$ cat src/rtl/button_conditioner_pkg.sv
// Shared thermostat package: repeat-FSM state encoding, default button
// timing constants and a counter-width helper.
package thermo_pkg;

  typedef enum logic [1:0] {
    IDLE   = 2'd0,
    DELAY  = 2'd1,
    REPEAT = 2'd2
  } repeat_state_t;

  // Defaults assume a 100 MHz system clock.
  localparam int DEF_DEBOUNCE_CYCLES      = 1_000_000;
  localparam int DEF_REPEAT_DELAY_CYCLES  = 50_000_000;
  localparam int DEF_REPEAT_PERIOD_CYCLES = 20_000_000;

  // Width of a counter that must reach n-1; never narrower than one bit.
  function automatic int cnt_width(input int n);
    return (n > 1) ? $clog2(n) : 1;
  endfunction

endpackage

$ cat src/rtl/button_conditioner_if.sv
// Button bundle between the board pins and the thermostat: raw levels in,
// conditioned one-cycle pulses out.
interface button_conditioner_if;

  logic Set_raw;
  logic Up_raw;
  logic Down_raw;
  logic Set_pulse;
  logic Up_pulse;
  logic Down_pulse;

  // Pin side drives the raw levels and consumes the pulses.
  modport master (
    output Set_raw, Up_raw, Down_raw,
    input  Set_pulse, Up_pulse, Down_pulse
  );

  // Conditioner side.
  modport slave (
    input  Set_raw, Up_raw, Down_raw,
    output Set_pulse, Up_pulse, Down_pulse
  );

endinterface

$ cat src/rtl/button_conditioner_debounce.sv
// button_debounce: 2-flop synchroniser, debounce counter and registered
// press pulse for one raw push-button. `rise` is the combinational
// "stable is about to go 0->1" condition so a downstream FSM can act on the
// same edge that the press pulse is registered.
module button_debounce
  import thermo_pkg::*;
#(
  parameter int DEBOUNCE_CYCLES = DEF_DEBOUNCE_CYCLES
) (
  input  logic clk,
  input  logic Reset,
  input  logic raw,
  output logic stable,
  output logic rise,
  output logic pulse
);

  localparam int CW = cnt_width(DEBOUNCE_CYCLES);
  localparam logic [CW-1:0] CNT_LAST = CW'(DEBOUNCE_CYCLES - 1);

  logic          s1;
  logic          s2;
  logic [CW-1:0] cnt;
  logic          flip;

  // Stable level flips once s2 has disagreed for DEBOUNCE_CYCLES edges.
  assign flip = (s2 != stable) && (cnt == CNT_LAST);
  assign rise = flip && s2;

  // Two-flop synchroniser for the asynchronous pin.
  always_ff @(posedge clk or negedge Reset) begin
    if (!Reset) begin
      s1 <= 1'b0;
      s2 <= 1'b0;
    end else begin
      s1 <= raw;
      s2 <= s1;
    end
  end

  // Debounce: count disagreement, restart on any agreement, never wraps.
  always_ff @(posedge clk or negedge Reset) begin
    if (!Reset) begin
      stable <= 1'b0;
      cnt    <= '0;
    end else if (s2 == stable) begin
      cnt <= '0;
    end else if (flip) begin
      stable <= s2;
      cnt    <= '0;
    end else begin
      cnt <= cnt + CW'(1);
    end
  end

  // One-cycle press pulse on the 0->1 transition of the stable level.
  always_ff @(posedge clk or negedge Reset) begin
    if (!Reset) begin
      pulse <= 1'b0;
    end else begin
      pulse <= rise;
    end
  end

endmodule

$ cat src/rtl/button_conditioner.sv
// button_conditioner: conditions the Set/Up/Down push-buttons for the
// thermostat. Each button is synchronised, debounced and turned into a
// single press pulse. Build macro BUTTON_AUTO_REPEAT_EN adds auto-repeat on
// held Up/Down buttons; without it Up/Down behave exactly like Set.
module button_conditioner
  import thermo_pkg::*;
#(
  parameter int DEBOUNCE_CYCLES      = DEF_DEBOUNCE_CYCLES,
  parameter int REPEAT_DELAY_CYCLES  = DEF_REPEAT_DELAY_CYCLES,
  parameter int REPEAT_PERIOD_CYCLES = DEF_REPEAT_PERIOD_CYCLES
) (
  input logic                 clk,
  input logic                 Reset,
  button_conditioner_if.slave btn
);

  logic set_stable, set_rise, set_press;
  logic up_stable, up_rise, up_press;
  logic down_stable, down_rise, down_press;

  button_debounce #(.DEBOUNCE_CYCLES(DEBOUNCE_CYCLES)) u_set (
    .clk(clk), .Reset(Reset), .raw(btn.Set_raw),
    .stable(set_stable), .rise(set_rise), .pulse(set_press)
  );

  button_debounce #(.DEBOUNCE_CYCLES(DEBOUNCE_CYCLES)) u_up (
    .clk(clk), .Reset(Reset), .raw(btn.Up_raw),
    .stable(up_stable), .rise(up_rise), .pulse(up_press)
  );

  button_debounce #(.DEBOUNCE_CYCLES(DEBOUNCE_CYCLES)) u_down (
    .clk(clk), .Reset(Reset), .raw(btn.Down_raw),
    .stable(down_stable), .rise(down_rise), .pulse(down_press)
  );

  // Set never repeats, so its level and rise strobe are not needed.
  logic unused_set;
  assign unused_set = set_stable ^ set_rise;

  assign btn.Set_pulse = set_press;

`ifdef BUTTON_AUTO_REPEAT_EN
  localparam int RMAX = (REPEAT_DELAY_CYCLES > REPEAT_PERIOD_CYCLES) ?
                        REPEAT_DELAY_CYCLES : REPEAT_PERIOD_CYCLES;
  localparam int RW = cnt_width(RMAX);
  localparam logic [RW-1:0] DELAY_LAST  = RW'(REPEAT_DELAY_CYCLES - 1);
  localparam logic [RW-1:0] PERIOD_LAST = RW'(REPEAT_PERIOD_CYCLES - 1);

  // Channel 0 = Up, channel 1 = Down.
  logic [1:0]    rep_stable;
  logic [1:0]    rep_rise;
  logic [1:0]    rep_pulse;
  logic [1:0]    rep_pulse_nx;
  repeat_state_t rep_state    [2];
  repeat_state_t rep_state_nx [2];
  logic [RW-1:0] rcnt         [2];
  logic [RW-1:0] rcnt_nx      [2];
  logic          both_held;

  assign rep_stable = {down_stable, up_stable};
  assign rep_rise   = {down_rise, up_rise};
  // Up and Down held together is ambiguous: freeze both repeat timers.
  assign both_held  = &rep_stable;

  // Repeat FSM next state: press starts the delay, release aborts, timers step.
  always_comb begin
    rep_pulse_nx = '0;
    for (int i = 0; i < 2; i++) begin
      rep_state_nx[i] = rep_state[i];
      rcnt_nx[i]      = rcnt[i];
      if (rep_rise[i]) begin
        rep_state_nx[i] = DELAY;
        rcnt_nx[i]      = '0;
      end else if (!rep_stable[i]) begin
        rep_state_nx[i] = IDLE;
        rcnt_nx[i]      = '0;
      end else if (!both_held) begin
        case (rep_state[i])
          DELAY: begin
            if (rcnt[i] == DELAY_LAST) begin
              rep_pulse_nx[i] = 1'b1;
              rcnt_nx[i]      = '0;
              rep_state_nx[i] = REPEAT;
            end else begin
              rcnt_nx[i] = rcnt[i] + RW'(1);
            end
          end
          REPEAT: begin
            if (rcnt[i] == PERIOD_LAST) begin
              rep_pulse_nx[i] = 1'b1;
              rcnt_nx[i]      = '0;
            end else begin
              rcnt_nx[i] = rcnt[i] + RW'(1);
            end
          end
          default: begin
          end
        endcase
      end
    end
  end

  // Repeat FSM state, timer and registered repeat pulse.
  always_ff @(posedge clk or negedge Reset) begin
    if (!Reset) begin
      for (int i = 0; i < 2; i++) begin
        rep_state[i] <= IDLE;
        rcnt[i]      <= '0;
      end
      rep_pulse <= '0;
    end else begin
      for (int i = 0; i < 2; i++) begin
        rep_state[i] <= rep_state_nx[i];
        rcnt[i]      <= rcnt_nx[i];
      end
      rep_pulse <= rep_pulse_nx;
    end
  end

  assign btn.Up_pulse   = up_press   | rep_pulse[0];
  assign btn.Down_pulse = down_press | rep_pulse[1];
`else
  // Without auto-repeat the debounced levels are not needed downstream.
  logic unused_repeat;
  assign unused_repeat = ^{up_stable, up_rise, down_stable, down_rise};

  assign btn.Up_pulse   = up_press;
  assign btn.Down_pulse = down_press;
`endif

endmodule

$ cat src/flat_wrapper.sv
// flat-port wrapper written by rule: the top's interface ports become plain ports
module button_conditioner_flat import thermo_pkg::*;
#(
  parameter int DEBOUNCE_CYCLES      = DEF_DEBOUNCE_CYCLES,
  parameter int REPEAT_DELAY_CYCLES  = DEF_REPEAT_DELAY_CYCLES,
  parameter int REPEAT_PERIOD_CYCLES = DEF_REPEAT_PERIOD_CYCLES
)
  (clk, Reset, btn_Set_raw, btn_Up_raw, btn_Down_raw, btn_Set_pulse, btn_Up_pulse, btn_Down_pulse);
  button_conditioner_if btn_i ();
  input logic clk;
  input logic Reset;
  input wire logic [$bits(btn_i.Set_raw)-1:0] btn_Set_raw;
  input wire logic [$bits(btn_i.Up_raw)-1:0] btn_Up_raw;
  input wire logic [$bits(btn_i.Down_raw)-1:0] btn_Down_raw;
  output wire logic [$bits(btn_i.Set_pulse)-1:0] btn_Set_pulse;
  output wire logic [$bits(btn_i.Up_pulse)-1:0] btn_Up_pulse;
  output wire logic [$bits(btn_i.Down_pulse)-1:0] btn_Down_pulse;
  assign btn_i.Set_raw = btn_Set_raw;
  assign btn_i.Up_raw = btn_Up_raw;
  assign btn_i.Down_raw = btn_Down_raw;
  assign btn_Set_pulse = btn_i.Set_pulse;
  assign btn_Up_pulse = btn_i.Up_pulse;
  assign btn_Down_pulse = btn_i.Down_pulse;
  button_conditioner #(.DEBOUNCE_CYCLES(DEBOUNCE_CYCLES), .REPEAT_DELAY_CYCLES(REPEAT_DELAY_CYCLES), .REPEAT_PERIOD_CYCLES(REPEAT_PERIOD_CYCLES)) u_core (.clk(clk), .Reset(Reset), .btn(btn_i));
endmodule
$ cat config.mk
export PLATFORM = sky130hd
export DESIGN_NAME = button_conditioner_flat
export DESIGN_NICKNAME = d
export VERILOG_FILES = /design/src/rtl/button_conditioner_pkg.sv /design/src/rtl/button_conditioner_if.sv /design/src/rtl/button_conditioner_debounce.sv /design/src/rtl/button_conditioner.sv /design/src/flat_wrapper.sv
export SDC_FILE = /design/constraint.sdc
export NUM_CORES = 1
export LEC_CHECK = 0
export BUFFER_PORTS_ARGS = -buffer_cell sky130_fd_sc_hd__buf_2
export CORE_MARGIN = 1
export CORE_UTILIZATION = 44
export DETAILED_ROUTE_END_ITERATION = 6
export PLACE_DENSITY = 0.62
export SLEW_MARGIN = 15
export SYNTH_ARGS = -nofsm -noshare
export SYNTH_HDL_FRONTEND = slang
export SYNTH_SLANG_ARGS = --single-unit
$ cat constraint.sdc
create_clock -name clk -period 2.3 [get_ports clk]
set_clock_uncertainty 0.2 [all_clocks]
set_input_delay 0.345 -clock clk [delete_from_list [all_inputs] [get_ports clk]]
set_output_delay 0.345 -clock clk [all_outputs]
set_load 0.1 [all_outputs]
* Word-level counts from Yosys, hierarchy flattened
Index checks and enable logic that the tools add are counted.
** Word-level totals
- Register bits :: 72
- Latch bits :: 0
- RAM bits :: 0
- Memory bits (read-only) :: 0
- Input bits :: 5
- Output and inout port bits :: 3
- Word-level logic and storage cells :: 45
- Memories :: 0
** Operators by class
- $add $sub $neg :: 3
- Multipliers :: 0
- Divide/modulo/power cells :: 0
- Order comparisons :: 0
- Equal/unequal tests :: 9
- Shifts and indexed selects :: 0
- Mux-type cells :: 6
- Bitwise gates (word level) :: 3
- Reductions and logical operators :: 9
** Operators by type and width (number)
- 20-bit two-way mux :: 6
- 20-bit by 1-bit adder with 20-bit output, second input constant :: 3
- 20-bit == test, second input constant :: 3
- 1-bit logical AND :: 6
- 2-bit AND reduction :: 3
- 1-bit == test :: 3
- 1-bit inequality test :: 3
- 1-bit NOT :: 3

* Longest topological paths before layout
- Depth after elaboration :: 4
- Gate-level depth with buffers :: 6
- Depth with buffers taken out :: 5

* Cells and area by module
From an unflattened synthesis, not the netlist that was laid out.
** Unflattened totals
- Cells, all modules :: 321
- Area, all modules :: 3554.7 um^2
** By module, submodules not included
- button_debounce :: instances 3, cells each 107, area an instance 1184.9 um^2, seq. area each 600.6 um^2

* Least setup slack after synthesis
Ideal clock, no wire load.
- Path type :: register to register
- Start point :: reg u_core.u_set.cnt[0]
- End point :: reg u_core.u_set.cnt[18]
- Library setup time :: 0.078 ns
- Data arrival time :: 1.875 ns
- Required time :: 2.022 ns
- Setup slack :: 0.147 ns
- Stages on the path, launching flop included :: 7
- Buffers on the path :: 1
- Clock period less this slack :: 2.153 ns
- Path through :: dfrtp_1 -> ha_1 -> nand2_1 -> or4_1 -> buf_2 -> or4_1 -> a21oi_1
** On the way
- Longest elaborated chain between the ends :: 4
- Elaborated cells between the ends (all ways) :: 5
- Classes of those cells :: 1 x add/sub; 1 x eq/ne; 2 x mux; 1 x reduce/logical
** Ends and longest elaborated chain
- start, declared :: RTL line button_conditioner_debounce.sv:23 : logic [CW-1:0] cnt;
- start signal, assigned :: RTL line button_conditioner_debounce.sv:52 : cnt <= cnt + CW'(1);
- parallel branches: the longest is 2 deep, another holds 20-bit by 1-bit adder with 20-bit output
- 20-bit two-way mux (*) :: RTL line button_conditioner_debounce.sv:48 : end else if (flip) begin
- 20-bit two-way mux (*) :: RTL line button_conditioner_debounce.sv:46 : end else if (s2 == stable) begin
Every way passes the cells marked *.
A chain may end at the register's enable or synchronous reset.

* Worst setup path after layout
- Start point :: reg u_core.u_down.cnt[16]
- End point :: reg u_core.u_down.stable
** On the way
- Longest elaborated chain between the ends :: 3
** Ends and longest elaborated chain
- start, declared :: RTL line button_conditioner_debounce.sv:23
- start signal, assigned :: RTL line button_conditioner_debounce.sv:52
- 20-bit == test :: RTL line button_conditioner_debounce.sv:27 : assign flip = (s2 != stable) && (cnt == CNT_LAST);
- 1-bit logical AND :: RTL line button_conditioner_debounce.sv:27
- 2-bit AND reduction (no source line)
- end signal, assigned :: RTL line button_conditioner_debounce.sv:44 : stable <= 1'b0;
- end signal, assigned :: RTL line button_conditioner_debounce.sv:49 : stable <= s2;
- end, declared :: RTL line button_conditioner_debounce.sv:13 : output logic stable,
No other way between the ends.

==> results.py <==
metrics = {
    "floorplan": {
        "coreArea_sq_mm": 0.00737,
        "initial_core_util": 0.461,
        "io_pins": 8,
        "placementRows": 31,
        "die-area_sq_mm": 0.00807,
        "die_w_microns": 89.9,
        "die_y_microns": 89.9,
    },
    "sta": {
        "relSlewSlack": 0.681,
        "slew_viol_final": 0,
        "tns_ns": 0,
        "holdWs_ns": 0.153,
        "period_share": 0.939,
        "max_freq_mhz": 463,
        "rsz0062_at_grt": "false",
        "layout_min_cycle_time_ns": 2.16,
        "finalHoldViolCount": 0,
        "worst_pin_slew_ns": 0.482,
        "setup_viol": 0,
    },
    "clock_network": {
        "cts_tree": "built",
        "cts_root_buf": "clkbuf_8",
        "cts_made_buffers": 9,
        "cts_max_level": 3,
        "clock_latency_ns": 0.35,
        "clock-sinks": 72,
        "cts_max_path_buffers": 2,
        "clk_pin_slew_ns": 0.07,
    },
    "synth": {
        "synth_edf_count": 0,
        "synth_area_per_cell_sq_um": 10.1,
        "muxShareOfSynthArea": 0.00958,
        "ys_seq_elements": 72,
        "yosys_most_used_dff": "dfrtp_1",
        "syn_inst": 337,
        "synth-adder-area-share": 0.0111,
        "synth-simple-area-share": 0.246,
        "syn_area_sq_mm": 0.00340,
        "yosys.area_share.xor_xnor": 0.103,
        "yosys_warnings": 0,
        "synth_compound_area_frac": 0.0696,
        "synth_top_family_by_area": "simple AND/OR/NAND/NOR gates",
        "synthDistinctLibCells": 35,
        "ys_seq_area_frac": 0.531,
        "synth_nets": 345,
        "synthArstFlopShare": 1.00,
    },
    "grt": {
        "grt_max_degree": 55,
        "grt_pass1_vias": 2427,
        "grt_antenna_before_repair": 0,
        "grt-ovfl-total": 0,
        "grt_pass1_wl_microns": 10800,
        "track_usage": 0.166,
    },
    "cells_and_area": {
        "final_nets": 372,
        "diodes": 0,
        "syn_to_final_growth_pct": 15.5,
        "reg.largest.list": "u_core.u_down.cnt: 20 flops, u_core.u_set.cnt: 20 flops, u_core.u_up.cnt: 20 flops",
        "final_cell_mix": "dfrtp_1, nor2_1, xnor2_1, nand3_1, a21oi_1",
        "final_cells": 468,
        "fillers": 699,
        "final_common_cell": "dfrtp_1",
        "drive_gt1_frac": 0.144,
        "fin_util": 0.532,
    },
    "worst_hold_path": {
        "hold_start": "u_core.u_down.s1$_DFF_PN0_",
        "hp-class": "flop to flop",
    },
    "job": {
        "cap_viol_max_count": 0,
    },
    "critical_path": {
        "cp-start-kind": "flop",
        "crit_chain": "nand3_1 -> or4b_1 -> nor3_1 -> mux2_2",
        "r2r_slack_ns": 0.14,
        "arrival_ns": 2.19,
        "end_kind": "flop",
        "rr_startpoint": "u_core.u_down.cnt[16]$_DFF_PN0_",
        "crit_start": "u_core.u_down.cnt[16]$_DFF_PN0_",
        "required_ns": 2.33,
        "critPathSlowestCell": "or4b_1",
        "critPathKind": "flop to flop",
        "slowest_delay_ns": 0.60,
        "worstPathMaxFanout": 4,
    },
    "power_and_ir_drop": {
        "ir_drop_uv": 325,
        "power.density_mw_per_mm2": 658,
        "cellLeakagePower_nw": 1.58,
    },
    "placed_design": {
        "dp_cells": 448,
        "gp_congestion": 0.742,
        "io_buffers": 7,
        "dpl.hpwl_microns": 4000,
    },
    "drt": {
        "drt_iter0_drc": 64,
        "vias_per_cell": 5.35,
        "wl_per_cell_microns": 12.8,
        "first_pass_iters": 4,
        "via_count": 2502,
        "wl_microns": 5990,
        "drtAntennaViolNets": 0,
        "route.detailed.drc": 0,
    },
    "outcome": {
        "outcome": "finished clean",
    },
}
## worst max-delay path, delay by kind of cell (launching register included)
family           cells  cell delay [ns]
flip-flops           1             0.41
AND/OR/NAND/NOR      3             1.06
multiplexers         1             0.38
## stage by stage
step                power [W]  setup WS (ns)  instance area, sq um
global placement      0.00141          0.140                  3640
global route          0.00267         0.0227                  3920
detailed placement    0.00141         0.0917                  3640
CTS                   0.00261         0.0807                  3920
floorplan             0.00136          0.147                  3400
finish                0.00258          0.140                  3920
## synthesized netlist by cell type (4+ instances only)
cell type  count  area share
clkbuf_1       4      0.0044
nor2_1        47       0.052
buf_2          5      0.0074
o31ai_1       12       0.027
nand3_1       23       0.034
nand4_1       11       0.020
or4_1         12       0.027
a21oi_1       17       0.025
inv_1         16       0.018
dfrtp_1       72        0.53
xnor2_1       25       0.064
and3_1         4      0.0074
or3_1          4      0.0074
nor4_1         9       0.017
nand2_1       14       0.015
nor3_1        12       0.018
xor2_1        15       0.039
o21ai_0        8       0.012
## metal layers
layer | share of wire | track usage | wire length (microns)
met1 | 0.50 | 0.213 | 2970
met2 | 0.45 | 0.265 | 2720
met3 | 0.024 | 0.0305 | 142
met4 | 0.026 | 0.0927 | 155
met5 | 0 | 0 | 0
## area by class of cell
cell class,instances,area (sq um),share of cell area
Clock buffer,10,128,0.0325
Clock inverter,6,108,0.0274
Inverter,16,60.1,0.0153
Multi-Input combinational cell,240,1510,0.384
Sequential cell,72,1800,0.459
Tap cell,99,124,0.0316
Timing Repair Buffer,25,195,0.0498
## cell families (layout without fill, tap and decap cells)
| kind of cell | after synthesis | in the layout |
|---|---|---|
| mux | 3 | 3 |
| compound gates | 38 | 38 |
| simple gates | 156 | 156 |
| fa+ha+maj | 3 | 3 |
| buf+inv | 25 | 57 |
| xor+xnor | 40 | 40 |
| flops | 72 | 72 |
## timing repair
item,CTS,global route
buffers inserted,0,0
endpoints found under the hold margin,21,0
endpoints found under the setup margin,0,4
hold buffers,4,0
resized for setup,0,2
## power by group
group	internal (W)	leakage, nW	switching, W
Sequential	0.00128	0.985	0.0000171
Combinational	0.0000337	0.480	0.0000568
Clock	0.000717	0.116	0.000473
## path summary, 6_finish.rpt
check	to	depth (start not counted)
setup / recovery	u_core.u_down.stable$_DFFE_PN0P_	4
hold / removal	u_core.u_down.s2$_DFF_PN0_	0
setup reg to reg	u_core.u_down.stable$_DFFE_PN0P_	4
hold reg to reg	u_core.u_down.s2$_DFF_PN0_	0
max in group asynchronous	u_core.u_down.s2$_DFF_PN0_	3
min in group asynchronous	u_core.u_set.cnt[15]$_DFF_PN0_	2
(Power assumes the default switching activity.)
